### src/rtl/io_energy_monitor_pkg.sv
// ============================================================================
// Module : io_energy_pkg
// Brief  : Shared types and helpers for the I/O energy monitor: FSM state
//          encoding and a generic saturating adder.
// Config : IO_ENERGY_ZERO_SKIP_EN (not used here; see io_energy_monitor)
// Rev    : 1.0 - initial release
// ============================================================================
`default_nettype none

package io_energy_pkg;

  // Monitor FSM encoding.
  typedef enum logic [1:0] {
    ST_IDLE = 2'd0,
    ST_RUN  = 2'd1,
    ST_DONE = 2'd2
  } state_e;

  // Widest operand sat_add supports; callers zero-extend narrower values.
  localparam int unsigned SAT_MAX_WIDTH = 64;

  typedef struct packed {
    logic                     ovf;
    logic [SAT_MAX_WIDTH-1:0] sum;
  } sat_res_t;

  // Adds a and b one bit wider than the operands, then clamps the result to
  // the all-ones value of a 'width'-bit register. ovf flags that clamping
  // happened, i.e. the true sum would not fit in 'width' bits.
  function automatic sat_res_t sat_add(input logic [SAT_MAX_WIDTH-1:0] a,
                                       input logic [SAT_MAX_WIDTH-1:0] b,
                                       input int unsigned              width);
    logic [SAT_MAX_WIDTH:0] full;
    logic [SAT_MAX_WIDTH:0] max;
    sat_res_t               r;
    full = {1'b0, a} + {1'b0, b};
    if (width >= SAT_MAX_WIDTH) begin
      max = {1'b0, {SAT_MAX_WIDTH{1'b1}}};
    end else begin
      max = ({{SAT_MAX_WIDTH{1'b0}}, 1'b1} << width) - {{SAT_MAX_WIDTH{1'b0}}, 1'b1};
    end
    if (full > max) begin
      r.ovf = 1'b1;
      r.sum = max[SAT_MAX_WIDTH-1:0];
    end else begin
      r.ovf = 1'b0;
      r.sum = full[SAT_MAX_WIDTH-1:0];
    end
    return r;
  endfunction

endpackage

`default_nettype wire

### src/rtl/io_energy_monitor_if.sv
// ============================================================================
// Module : io_energy_monitor_if
// Brief  : Bundle of the observed accelerator I/O streams.
//          master : the side that produces the stream values (top level / TB)
//          slave  : the passive monitor, all signals are inputs
// Ports  : in_data [NB_IN*DATA_WIDTH], in_valid/in_ready [NB_IN],
//          out_data [DATA_WIDTH], out_valid
// Config : IO_ENERGY_ZERO_SKIP_EN (not used here)
// Rev    : 1.0 - initial release
// ============================================================================
`default_nettype none

interface io_energy_monitor_if #(
  parameter int unsigned DATA_WIDTH = 16,
  parameter int unsigned NB_IN      = 2
);

  logic [NB_IN*DATA_WIDTH-1:0] in_data;
  logic [NB_IN-1:0]            in_valid;
  logic [NB_IN-1:0]            in_ready;
  logic [DATA_WIDTH-1:0]       out_data;
  logic                        out_valid;

  modport master (
    output in_data, in_valid, in_ready, out_data, out_valid
  );

  modport slave (
    input  in_data, in_valid, in_ready, out_data, out_valid
  );

endinterface

`default_nettype wire

### src/rtl/io_energy_monitor_port_counter.sv
// ============================================================================
// Module : io_port_counter
// Brief  : Per-input-port transfer and zero-transfer counters with saturation.
// Ports  : clk, arst_n        clock, async active-low reset
//          clear_i            zero both counters (window start)
//          count_en_i         count this edge (monitor in RUN)
//          data_i/valid_i/ready_i  observed port
//          xfer_cnt_o/zero_cnt_o   counters
//          charge_o           this edge's transfer is to be charged energy
//          ovf_o              a counter tried to go past all-ones this edge
// Config : IO_ENERGY_ZERO_SKIP_EN - zero-valued transfers are not charged
// Rev    : 1.0 - initial release
// ============================================================================
`default_nettype none

module io_port_counter
  import io_energy_pkg::*;
#(
  parameter int unsigned DATA_WIDTH = 16,
  parameter int unsigned CNT_WIDTH  = 32
) (
  input  wire logic                  clk,
  input  wire logic                  arst_n,
  input  wire logic                  clear_i,
  input  wire logic                  count_en_i,
  input  wire logic [DATA_WIDTH-1:0] data_i,
  input  wire logic                  valid_i,
  input  wire logic                  ready_i,
  output logic      [CNT_WIDTH-1:0]  xfer_cnt_o,
  output logic      [CNT_WIDTH-1:0]  zero_cnt_o,
  output logic                       charge_o,
  output logic                       ovf_o
);

  logic [CNT_WIDTH-1:0] xfer_cnt_q, xfer_cnt_d;
  logic [CNT_WIDTH-1:0] zero_cnt_q, zero_cnt_d;
  logic                 xfer;
  logic                 is_zero;
  sat_res_t             xfer_res;
  sat_res_t             zero_res;
  logic                 unused_res;

  assign xfer    = valid_i & ready_i;
  assign is_zero = (data_i == '0);

`ifdef IO_ENERGY_ZERO_SKIP_EN
  assign charge_o = count_en_i & xfer & ~is_zero;
`else
  assign charge_o = count_en_i & xfer;
`endif

  assign xfer_res = sat_add(SAT_MAX_WIDTH'(xfer_cnt_q), SAT_MAX_WIDTH'(1), CNT_WIDTH);
  assign zero_res = sat_add(SAT_MAX_WIDTH'(zero_cnt_q), SAT_MAX_WIDTH'(1), CNT_WIDTH);

  // Only the low CNT_WIDTH bits of the generic adder result are kept.
  assign unused_res = ^{xfer_res, zero_res};

  always_comb begin
    xfer_cnt_d = xfer_cnt_q;
    zero_cnt_d = zero_cnt_q;
    ovf_o      = 1'b0;
    if (clear_i) begin
      xfer_cnt_d = '0;
      zero_cnt_d = '0;
    end else if (count_en_i && xfer) begin
      xfer_cnt_d = xfer_res.sum[CNT_WIDTH-1:0];
      ovf_o      = xfer_res.ovf;
      if (is_zero) begin
        zero_cnt_d = zero_res.sum[CNT_WIDTH-1:0];
        ovf_o      = xfer_res.ovf | zero_res.ovf;
      end
    end
  end

  always_ff @(posedge clk or negedge arst_n) begin
    if (!arst_n) begin
      xfer_cnt_q <= '0;
      zero_cnt_q <= '0;
    end else begin
      xfer_cnt_q <= xfer_cnt_d;
      zero_cnt_q <= zero_cnt_d;
    end
  end

  assign xfer_cnt_o = xfer_cnt_q;
  assign zero_cnt_o = zero_cnt_q;

endmodule

`default_nettype wire

### src/rtl/io_energy_monitor.sv
// ============================================================================
// Module : io_energy_monitor
// Brief  : Passive monitor of the accelerator I/O boundary. Inside a
//          start/stop window it counts input/output transfers, zero-valued
//          input transfers and cycles, and accumulates an energy estimate of
//          DATA_WIDTH*COST_PER_BIT units per charged transfer. All counters
//          saturate; overflow is sticky until the next start or reset.
// Ports  : clk, arst_n          clock, async active-low reset
//          start, stop          window control
//          bus (slave)          observed streams
//          running, done        FSM in RUN / DONE
//          in_xfer_cnt, in_zero_cnt [NB_IN*CNT_WIDTH], port i at [i*CW +: CW]
//          out_xfer_cnt, cycle_cnt  [CNT_WIDTH]
//          energy [ENERGY_WIDTH], overflow
// Config : IO_ENERGY_ZERO_SKIP_EN - zero-valued transfers add no energy
// Rev    : 1.0 - initial release
// ============================================================================
`default_nettype none

module io_energy_monitor
  import io_energy_pkg::*;
#(
  parameter int unsigned DATA_WIDTH   = 16,
  parameter int unsigned NB_IN        = 2,
  parameter int unsigned COST_PER_BIT = 1,
  parameter int unsigned CNT_WIDTH    = 32,
  parameter int unsigned ENERGY_WIDTH = 48
) (
  input  wire logic                        clk,
  input  wire logic                        arst_n,
  input  wire logic                        start,
  input  wire logic                        stop,
  io_energy_monitor_if.slave               bus,
  output logic                             running,
  output logic                             done,
  output logic [NB_IN*CNT_WIDTH-1:0]       in_xfer_cnt,
  output logic [NB_IN*CNT_WIDTH-1:0]       in_zero_cnt,
  output logic [CNT_WIDTH-1:0]             out_xfer_cnt,
  output logic [CNT_WIDTH-1:0]             cycle_cnt,
  output logic [ENERGY_WIDTH-1:0]          energy,
  output logic                             overflow
);

  localparam logic [SAT_MAX_WIDTH-1:0] XFER_COST =
      SAT_MAX_WIDTH'(DATA_WIDTH) * SAT_MAX_WIDTH'(COST_PER_BIT);

  state_e                   state_q;
  logic                     running_q;
  logic                     done_q;
  logic                     overflow_q, overflow_d;
  logic [CNT_WIDTH-1:0]     out_cnt_q, out_cnt_d;
  logic [CNT_WIDTH-1:0]     cyc_q, cyc_d;
  logic [ENERGY_WIDTH-1:0]  energy_q, energy_d;

  logic                     run;
  logic                     clear;
  logic [NB_IN-1:0]         port_charge;
  logic [NB_IN-1:0]         port_ovf;
  logic                     out_charge;
  logic [3:0]               n_charge;
  logic [SAT_MAX_WIDTH-1:0] e_incr;
  sat_res_t                 out_res;
  sat_res_t                 cyc_res;
  sat_res_t                 en_res;
  logic                     unused_res;

  assign run   = (state_q == ST_RUN);
  // A start while already running is ignored, so only IDLE/DONE clear.
  assign clear = !run && start;

  // --------------------------------------------------------------------------
  // FSM with registered status outputs
  // --------------------------------------------------------------------------
  always_ff @(posedge clk or negedge arst_n) begin
    if (!arst_n) begin
      state_q   <= ST_IDLE;
      running_q <= 1'b0;
      done_q    <= 1'b0;
    end else begin
      case (state_q)
        ST_IDLE, ST_DONE: begin
          if (start) begin
            state_q   <= ST_RUN;
            running_q <= 1'b1;
            done_q    <= 1'b0;
          end
        end
        ST_RUN: begin
          if (stop) begin
            state_q   <= ST_DONE;
            running_q <= 1'b0;
            done_q    <= 1'b1;
          end
        end
        default: begin
          state_q   <= ST_IDLE;
          running_q <= 1'b0;
          done_q    <= 1'b0;
        end
      endcase
    end
  end

  // --------------------------------------------------------------------------
  // Per-port counters
  // --------------------------------------------------------------------------
  for (genvar i = 0; i < NB_IN; i++) begin : g_port
    io_port_counter #(
      .DATA_WIDTH (DATA_WIDTH),
      .CNT_WIDTH  (CNT_WIDTH)
    ) u_port_counter (
      .clk        (clk),
      .arst_n     (arst_n),
      .clear_i    (clear),
      .count_en_i (run),
      .data_i     (bus.in_data[i*DATA_WIDTH +: DATA_WIDTH]),
      .valid_i    (bus.in_valid[i]),
      .ready_i    (bus.in_ready[i]),
      .xfer_cnt_o (in_xfer_cnt[i*CNT_WIDTH +: CNT_WIDTH]),
      .zero_cnt_o (in_zero_cnt[i*CNT_WIDTH +: CNT_WIDTH]),
      .charge_o   (port_charge[i]),
      .ovf_o      (port_ovf[i])
    );
  end

  // --------------------------------------------------------------------------
  // Energy: number of charged transfers this edge times the per-word cost
  // --------------------------------------------------------------------------
`ifdef IO_ENERGY_ZERO_SKIP_EN
  assign out_charge = run & bus.out_valid & (|bus.out_data);
`else
  assign out_charge = run & bus.out_valid;
`endif

  // At most NB_IN+1 <= 9 charged transfers per edge, so 4 bits suffice.
  always_comb begin
    n_charge = {3'b000, out_charge};
    for (int i = 0; i < NB_IN; i++) begin
      n_charge = n_charge + {3'b000, port_charge[i]};
    end
  end

  assign e_incr = SAT_MAX_WIDTH'(n_charge) * XFER_COST;

  // The generic adder works one bit wider than the widest register, which
  // covers the ENERGY_WIDTH+1-bit sum needed to detect accumulator overflow.
  assign out_res = sat_add(SAT_MAX_WIDTH'(out_cnt_q), SAT_MAX_WIDTH'(1), CNT_WIDTH);
  assign cyc_res = sat_add(SAT_MAX_WIDTH'(cyc_q), SAT_MAX_WIDTH'(1), CNT_WIDTH);
  assign en_res  = sat_add(SAT_MAX_WIDTH'(energy_q), e_incr, ENERGY_WIDTH);

  assign unused_res = ^{out_res, cyc_res, en_res};

  always_comb begin
    out_cnt_d  = out_cnt_q;
    cyc_d      = cyc_q;
    energy_d   = energy_q;
    overflow_d = overflow_q;
    if (clear) begin
      out_cnt_d  = '0;
      cyc_d      = '0;
      energy_d   = '0;
      overflow_d = 1'b0;
    end else if (run) begin
      cyc_d    = cyc_res.sum[CNT_WIDTH-1:0];
      energy_d = en_res.sum[ENERGY_WIDTH-1:0];
      if (bus.out_valid) begin
        out_cnt_d = out_res.sum[CNT_WIDTH-1:0];
      end
      overflow_d = overflow_q | (|port_ovf) | (bus.out_valid & out_res.ovf)
                 | cyc_res.ovf | en_res.ovf;
    end
  end

  always_ff @(posedge clk or negedge arst_n) begin
    if (!arst_n) begin
      out_cnt_q  <= '0;
      cyc_q      <= '0;
      energy_q   <= '0;
      overflow_q <= 1'b0;
    end else begin
      out_cnt_q  <= out_cnt_d;
      cyc_q      <= cyc_d;
      energy_q   <= energy_d;
      overflow_q <= overflow_d;
    end
  end

  assign running      = running_q;
  assign done         = done_q;
  assign out_xfer_cnt = out_cnt_q;
  assign cycle_cnt    = cyc_q;
  assign energy       = energy_q;
  assign overflow     = overflow_q;

endmodule

`default_nettype wire

### src/flat_wrapper.sv
// flat-port wrapper written by rule: the top's interface ports become plain ports
module io_energy_monitor_flat import io_energy_pkg::*;
#(
  parameter int unsigned DATA_WIDTH   = 16,
  parameter int unsigned NB_IN        = 2,
  parameter int unsigned COST_PER_BIT = 1,
  parameter int unsigned CNT_WIDTH    = 32,
  parameter int unsigned ENERGY_WIDTH = 48
)
  (clk, arst_n, start, stop, running, done, in_xfer_cnt, in_zero_cnt, out_xfer_cnt, cycle_cnt, energy, overflow, bus_in_data, bus_in_valid, bus_in_ready, bus_out_data, bus_out_valid);
  io_energy_monitor_if #(.DATA_WIDTH(DATA_WIDTH), .NB_IN(NB_IN)) bus_i ();
  input  wire logic clk;
  input  wire logic arst_n;
  input  wire logic start;
  input  wire logic stop;
  output logic running;
  output logic done;
  output logic [NB_IN*CNT_WIDTH-1:0] in_xfer_cnt;
  output logic [NB_IN*CNT_WIDTH-1:0] in_zero_cnt;
  output logic [CNT_WIDTH-1:0] out_xfer_cnt;
  output logic [CNT_WIDTH-1:0] cycle_cnt;
  output logic [ENERGY_WIDTH-1:0] energy;
  output logic overflow;
  input wire logic [$bits(bus_i.in_data)-1:0] bus_in_data;
  input wire logic [$bits(bus_i.in_valid)-1:0] bus_in_valid;
  input wire logic [$bits(bus_i.in_ready)-1:0] bus_in_ready;
  input wire logic [$bits(bus_i.out_data)-1:0] bus_out_data;
  input wire logic [$bits(bus_i.out_valid)-1:0] bus_out_valid;
  assign bus_i.in_data = bus_in_data;
  assign bus_i.in_valid = bus_in_valid;
  assign bus_i.in_ready = bus_in_ready;
  assign bus_i.out_data = bus_out_data;
  assign bus_i.out_valid = bus_out_valid;
  io_energy_monitor #(.DATA_WIDTH(DATA_WIDTH), .NB_IN(NB_IN), .COST_PER_BIT(COST_PER_BIT), .CNT_WIDTH(CNT_WIDTH), .ENERGY_WIDTH(ENERGY_WIDTH)) u_core (.clk(clk), .arst_n(arst_n), .start(start), .stop(stop), .bus(bus_i), .running(running), .done(done), .in_xfer_cnt(in_xfer_cnt), .in_zero_cnt(in_zero_cnt), .out_xfer_cnt(out_xfer_cnt), .cycle_cnt(cycle_cnt), .energy(energy), .overflow(overflow));
endmodule
### config.mk
export PLATFORM = sky130hd
export DESIGN_NAME = io_energy_monitor_flat
export DESIGN_NICKNAME = d
export VERILOG_FILES = /design/src/rtl/io_energy_monitor_pkg.sv /design/src/rtl/io_energy_monitor_if.sv /design/src/rtl/io_energy_monitor_port_counter.sv /design/src/rtl/io_energy_monitor.sv /design/src/flat_wrapper.sv
export SDC_FILE = /design/constraint.sdc
export NUM_CORES = 1
export LEC_CHECK = 0
export CORE_MARGIN = 2
export CORE_UTILIZATION = 49
export CTS_BUF_LIST = sky130_fd_sc_hd__clkbuf_4
export DETAILED_ROUTE_END_ITERATION = 10
export PLACE_DENSITY = 0.76
export SYNTH_ARGS = -nofsm -noshare
export SYNTH_HDL_FRONTEND = slang
export SYNTH_HIERARCHICAL = 1
export SYNTH_SLANG_ARGS = --single-unit
### constraint.sdc
create_clock -name clk -period 6.2 [get_ports clk]
set_clock_uncertainty 0.1 [all_clocks]
set_input_delay 0.62 -clock clk [delete_from_list [all_inputs] [get_ports clk]]
set_output_delay 0.62 -clock clk [all_outputs]
set_load 0.01 [all_outputs]
[After elaboration in Yosys (flattened, before gate mapping)]
Index checks and enable logic that the tools add are counted.
W data, S select, Z words.
Operators by class
  add/subtract/negate cells: 9
  $lt $le $gt $ge: 7
  equality and inequality tests: 4
  muxes and demuxes: 41
  bitwise gates (word level): 12
  reduce and logical (&&, ||, !) cells: 19
Operators by type and width (number)
  $mux W32: 15
  $mux W65: 7
  $add A32 B1 Y33 const B: 6
  $gt A33 B32 Y1 const B: 4
  $gt A65 B32 Y1 const B: 2
  $mux W48: 2
  $gt A65 B48 Y1 const B: 1
  $add A48 B8 Y49: 1
  $logic_not A16 Y1: 2
  $mux W1: 12
  $reduce_bool A2 Y1: 6
  $reduce_and A2 Y1: 4
  $and A1 B1 Y1: 6
  $or A1 B1 Y1: 6
  $add A4 B1 Y4: 1
  $mux W2: 2
  $ne A2 B2 Y1 const B: 2
  $pmux W1 S2: 2
  $pmux W2 S2: 1
  $reduce_or A2 Y1: 2
  $logic_and A1 B1 Y1: 3
  $add A1 B1 Y2: 1
  $eq A2 B1 Y1 const B: 1
  $eq A2 B2 Y1 const B: 1
  other kinds (2): 2
Storage, ports and cells
  register bits: 245
  word-level logic and storage cells: 103

[Longest topological paths before layout]
  word-level depth: 14
  gate-level depth with buffers: 20

[Modules after synthesis]
The synthesis kept the hierarchy.
By module, submodules not included
  io_energy_monitor: times used 1, cells each 821, area each 7051.8 um^2
  io_port_counter at u_core.g_port[0].u_port_counter: times used 1, cells each 535, area each 4524.3 um^2
  io_port_counter at u_core.g_port[1].u_port_counter: times used 1, cells each 459, area each 4041.4 um^2

[Worst setup path before layout]
OpenSTA, ideal clock, no wires.
  path kind: register to register
  start: register u_core.state_q[1]
  end: register u_core.energy_q[2], in the netlist u_core/energy[2]
  arrival time: 4.439 ns
  setup slack: 1.584 ns
  stages on the path, launching flop included: 20
  path buffers: 6
  clock period less this slack: 4.616 ns
  cell sequence: dfrtp_1 -> nand2b_1 -> inv_1 -> clkbuf_1 -> clkbuf_1 -> clkbuf_1 -> nand3_1 -> inv_1 -> clkbuf_1 -> clkbuf_1 -> fa_1 -> ha_1 -> inv_1 -> fa_1 -> nand2b_1 -> nor4_1 -> and3_1 -> nand4_1 -> clkbuf_1 -> a21oi_1
On the way
  word-level cells in the longest chain between the ends: 9
Ends and longest elaborated chain
  start: declaration: RTL line io_energy_monitor.sv:47  | state_e state_q;
  start signal: assignment: RTL line io_energy_monitor.sv:76  | state_q <= ST_IDLE;
  start signal: assignment: RTL line io_energy_monitor.sv:83  | state_q <= ST_RUN;
  start signal: assignment: RTL line io_energy_monitor.sv:90  | state_q <= ST_DONE;
  $eq A2 B1 Y1: RTL line io_energy_monitor.sv:67  | assign run = (state_q == ST_RUN);
  via u_core.run: RTL line io_energy_monitor.sv:55  | logic run;
  $and A1 B1 Y1: RTL line io_energy_monitor_port_counter.sv:49  | assign charge_o = count_en_i & xfer;
  via u_core.port_charge[0]: RTL line io_energy_monitor.sv:57  | logic [NB_IN-1:0] port_charge;
  $add A1 B1 Y2: RTL line io_energy_monitor.sv:139  | n_charge = n_charge + {3'b000, port_charge[i]};
  $add A4 B1 Y4: RTL line io_energy_monitor.sv:139
  $add A48 B8 Y49: RTL line io_energy_monitor_pkg.sv:36  | full = {1'b0, a} + {1'b0, b};
  $gt A65 B48 Y1: RTL line io_energy_monitor_pkg.sv:42  | if (full > max) begin
  $mux W65: RTL line io_energy_monitor_pkg.sv:42
  $mux W48: RTL line io_energy_monitor.sv:163  | end else if (run) begin
  $mux W48: RTL line io_energy_monitor.sv:158  | if (clear) begin
  end signal: assignment: RTL line io_energy_monitor.sv:183  | energy_q <= energy_d;
  end: declaration: RTL line io_energy_monitor.sv:53  | logic [ENERGY_WIDTH-1:0] energy_q, energy_d;
The timed path passes the listed nets, and every way through them passes these cells. The select of a mux whose other input is x is not followed.
A chain may end at the register's enable or synchronous reset.

[Worst setup path in the final report]
  start: register u_core.state_q[0]
  end: register u_core.energy_q[2], in the netlist u_core/energy[2]
RTL lines (RTL line)
  $eq A2 B1 Y1: io_energy_monitor.sv:67
  $and A1 B1 Y1: io_energy_monitor_port_counter.sv:49
  via u_core.port_charge[1]: io_energy_monitor.sv:57
  $add A4 B1 Y4: io_energy_monitor.sv:139
  $add A48 B8 Y49: io_energy_monitor_pkg.sv:36
  $gt A65 B48 Y1: io_energy_monitor_pkg.sv:42
  $mux W65: io_energy_monitor_pkg.sv:42
  $mux W48: io_energy_monitor.sv:163
  $mux W48: io_energy_monitor.sv:158
The timed path passes the listed nets, and every way through them passes these cells. The select of a mux whose other input is x is not followed.

==> impl_metrics.py <==
metrics = {
    "yosys": {
        "synth_area_um2": 15600,
        "synth_edf_count": 0,
        "avgSynthCellArea_um2": 8.60,
        "async_flop_share_pct": 100,
        "ys_ff_latch": 242,
        "netlist_instances": 1815,
        "synth_most_common_cell": "dfrtp_1",
        "synth-main-ff-cell": "dfrtp_1",
        "synth_top_area_share_pct": 38.8,
        "ys_seq_area_share_pct": 38.8,
        "syn-num-nets": 1888,
        "synth_commonest_cells": "242 x dfrtp_1, 154 x o21ai_0, 149 x nand2_1",
        "yosysTopAreaCell": "dfrtp_1",
        "synthDistinctLibCells": 96,
        "synth_area_leaders": "dfrtp_1 39%, o21ai_0 4.9%, nand3_1 4.2%",
        "synth_warnings": 6,
    },
    "layout": {
        "fin_area_um2": 19400,
        "drive_gt1_share_pct": 9.10,
        "register_area_um2": 6060,
        "nets": 2143,
        "multi_input_area_um2": 8810,
        "n_fill_cell": 2749,
        "area_delta_synth_final_pct": 24.5,
    },
    "sta": {
        "worstMarginPinSlew_ns": 1.02,
        "fin_crit_sh_pct": 77.1,
        "slew_headroom_pct": 31.9,
        "hold_violations": 0,
        "rsz0062_at_grt": "false",
        "setup-tns-final_ns": 0,
        "fmax_mhz": 209,
        "setup_violations": 0,
        "slew_violations": 0,
        "final.min_clock_period_ns": 4.78,
    },
    "floorplanning": {
        "start_util_pct": 49.6,
        "core_um2": 31500,
        "die_y_um": 183,
        "row_count": 65,
        "die_x_um": 183,
        "die_area_um2": 33300,
        "io_pins": 300,
    },
    "global_route": {
        "grt_max_degree": 158,
        "grt_pass1_vias": 14915,
        "grt_pass1_wl_um": 77900,
        "grt-ovfl-total": 0,
        "grt_usage_pct": 28.5,
        "antenna_found_initial": 3,
    },
    "critical_path": {
        "cp_slowest_cell": "nand4_1",
        "worst-setup-path-type": "flop to flop",
        "cp_cell_sequence": "nand2b_1 -> inv_2 -> nand3_1 -> buf_4 -> inv_1 -> fa_1 -> ha_1 -> inv_1 -> fa_1 -> nand2b_1 -> nor4_1 -> and3_1 -> nand4_1 -> buf_4 -> a21oi_1",
        "cp_data_required_time_ns": 6.71,
        "cp_max_fo": 29,
        "end_kind": "flop",
        "cp-start-kind": "flop",
        "cp.arrival_ns": 5.29,
        "slowest_delay_ns": 0.68,
    },
    "pwr": {
        "seqPwrFrac_pct": 44.5,
        "cellPowerDensity_nw_per_um2": 200,
        "internal_power_w": 0.00272,
        "swShare_pct": 30.1,
        "clkPwrFrac_pct": 40.4,
        "total_leakage_power_nw": 7.41,
        "switching_power_w": 0.00117,
        "ir_worst_vdd_mv": 0.172,
        "p_comb_share_pct": 15.1,
    },
    "clock_tree": {
        "ctsHoldBuffers": 1,
        "cts-root-buf": "clkbuf_4",
        "clk-insertion-delay-late_ns": 0.69,
        "clkSinkCount": 242,
        "cts_resized": 0,
        "clk_pin_slew_worst_paths_ns": 0.06,
        "htree_levels": 3,
        "postCtsSetupBuffers": 0,
        "cts_inserted_buffers": 72,
        "tritoncts": "done",
        "clockBufferDepth": 3,
    },
    "detailed_routing": {
        "drc": 0,
        "wl_per_cell_um": 19.2,
        "dr_total_vias": 15697,
        "ant_nets": 0,
        "routed_via_density": 6.24,
        "drt-total-wl_um": 48300,
        "drt_first_iter_violations": 1646,
        "drtPass1Iterations": 7,
    },
    "placed_design": {
        "hpwlAfterDp_um": 32600,
        "placed_area_um2": 18500,
        "io_buffers": 283,
        "gp_congestion": 0.935,
    },
    "min_path": {
        "min-delay-path-class": "flop to flop",
    },
    "outcome": {
        "status": "finished, final reports clean",
    },
    "flow_run": {
        "cap_violations": 0,
    },
}
-- stage by stage --
stage / util (%) / std cells / hold slack (ns) / setup WS [ns] / power [W]
floorplan: - / 1815 / 0.224 / 1.58 / 0.00205
global placement: 58.9 / 2397 / 0.387 / 1.15 / 0.00233
detailed placement: 58.9 / 2397 / 0.399 / 1.06 / 0.00234
CTS: 61.7 / 2513 / 0.408 / 1.48 / 0.00394
global route: 61.8 / 2515 / 0.432 / 1.08 / 0.00410
finish: 61.8 / 2515 / 0.407 / 1.42 / 0.00390
-- worst paths after layout --
kind	slack, ns	to	start	cells after the start
max	1.42	u_core/energy[2]$_DFFE_PN0P_	u_core/state_q[0]$_DFFE_PN0P_	15
min	0.41	u_core/done$_DFFE_PN0P_	u_core/done$_DFFE_PN0P_	2
max reg2reg	1.42	u_core/energy[2]$_DFFE_PN0P_	u_core/state_q[0]$_DFFE_PN0P_	15
min reg2reg	0.41	u_core/done$_DFFE_PN0P_	u_core/done$_DFFE_PN0P_	2
max in group asynchronous	4.29	u_core/g_port[0].u_port_counter/zero_cnt_o[28]$_DFFE_PN0P_	arst_n	3
min in group asynchronous	0.43	u_core/out_xfer_cnt[24]$_DFFE_PN0P_	arst_n	2
-- layout by cell type (no fill, tap or decap), types with 20 or more instances in the layout --
cell type	synthesis	routed
nand4_1	76	76
clkdlybuf4s50_1	0	282
nor4_1	41	40
and3_1	63	63
nor3_1	61	61
xor2_1	63	63
nor2_1	132	132
inv_1	39	38
and4_1	20	20
and2_1	28	28
o21ai_0	154	154
dfrtp_1	242	242
a21oi_1	66	66
o211ai_1	31	31
nand3_1	132	132
xnor2_1	64	64
clkbuf_4	1	103
nand2_1	149	148
a31oi_1	42	41
-- power by group through the flow --
stage               Combinational (W)  Sequential, W  Clock (W)
finish                       0.000589        0.00173    0.00157
global route                 0.000648        0.00175    0.00170
CTS                          0.000587        0.00173    0.00163
detailed placement           0.000585        0.00176          0
global placement             0.000574        0.00176          0
floorplan                    0.000307        0.00175          0
-- state kept, by name, indices dropped and copies added, names as in the netlist --
name                                     cells
u_core/g_port.u_port_counter/xfer_cnt_o     64
u_core/g_port.u_port_counter/zero_cnt_o     64
u_core/energy                               45
u_core/cycle_cnt                            32
u_core/out_xfer_cnt                         32
u_core/state_q                               2
u_core/done                                  1
u_core/overflow                              1
u_core/running                               1
-- layout make-up --
class / count / area share [%]
Antenna cell: 2 / 0.0257
Clock buffer: 103 / 3.98
Tap cell: 402 / 2.59
Multi-Input combinational cell: 1410 / 45.3
Sequential cell: 242 / 31.2
Timing Repair Buffer: 304 / 15.5
Clock inverter: 12 / 0.657
Inverter: 40 / 0.785
-- cell families (layout without fill, tap and decap cells) --
| logic type | Yosys count | after routing | share of synthesized area [%] |
|---|---|---|---|
| AND/OR/NAND/NOR | 816 | 816 | 28.9 |
| AO/OA/AOI/OAI | 443 | 443 | 18.4 |
| flip-flops | 242 | 242 | 38.8 |
| buffers and inverters | 163 | 459 | 4.90 |
| XOR/XNOR | 128 | 128 | 7.23 |
| adder cells (fa/ha/maj) | 16 | 16 | 1.38 |
| multiplexers | 7 | 7 | 0.457 |
| other | 0 | 2 | 0 |
-- layer usage --
metal,global-route usage (%),wire (um)
met2,44.0,22100
met3,6.84,4180
met1,38.8,20900
met5,0,13
met4,10.5,1100
-- critical path, delay by kind of cell (launching register included) --
family / cells / cell delay, ns
buffers and inverters: 5 / 1.07
DFF: 1 / 0.41
adders and majority gates: 3 / 1.12
and+or+nand+nor: 6 / 1.83
AOI/OAI and AO/OA: 1 / 0.17
(Power assumes the default switching activity.)
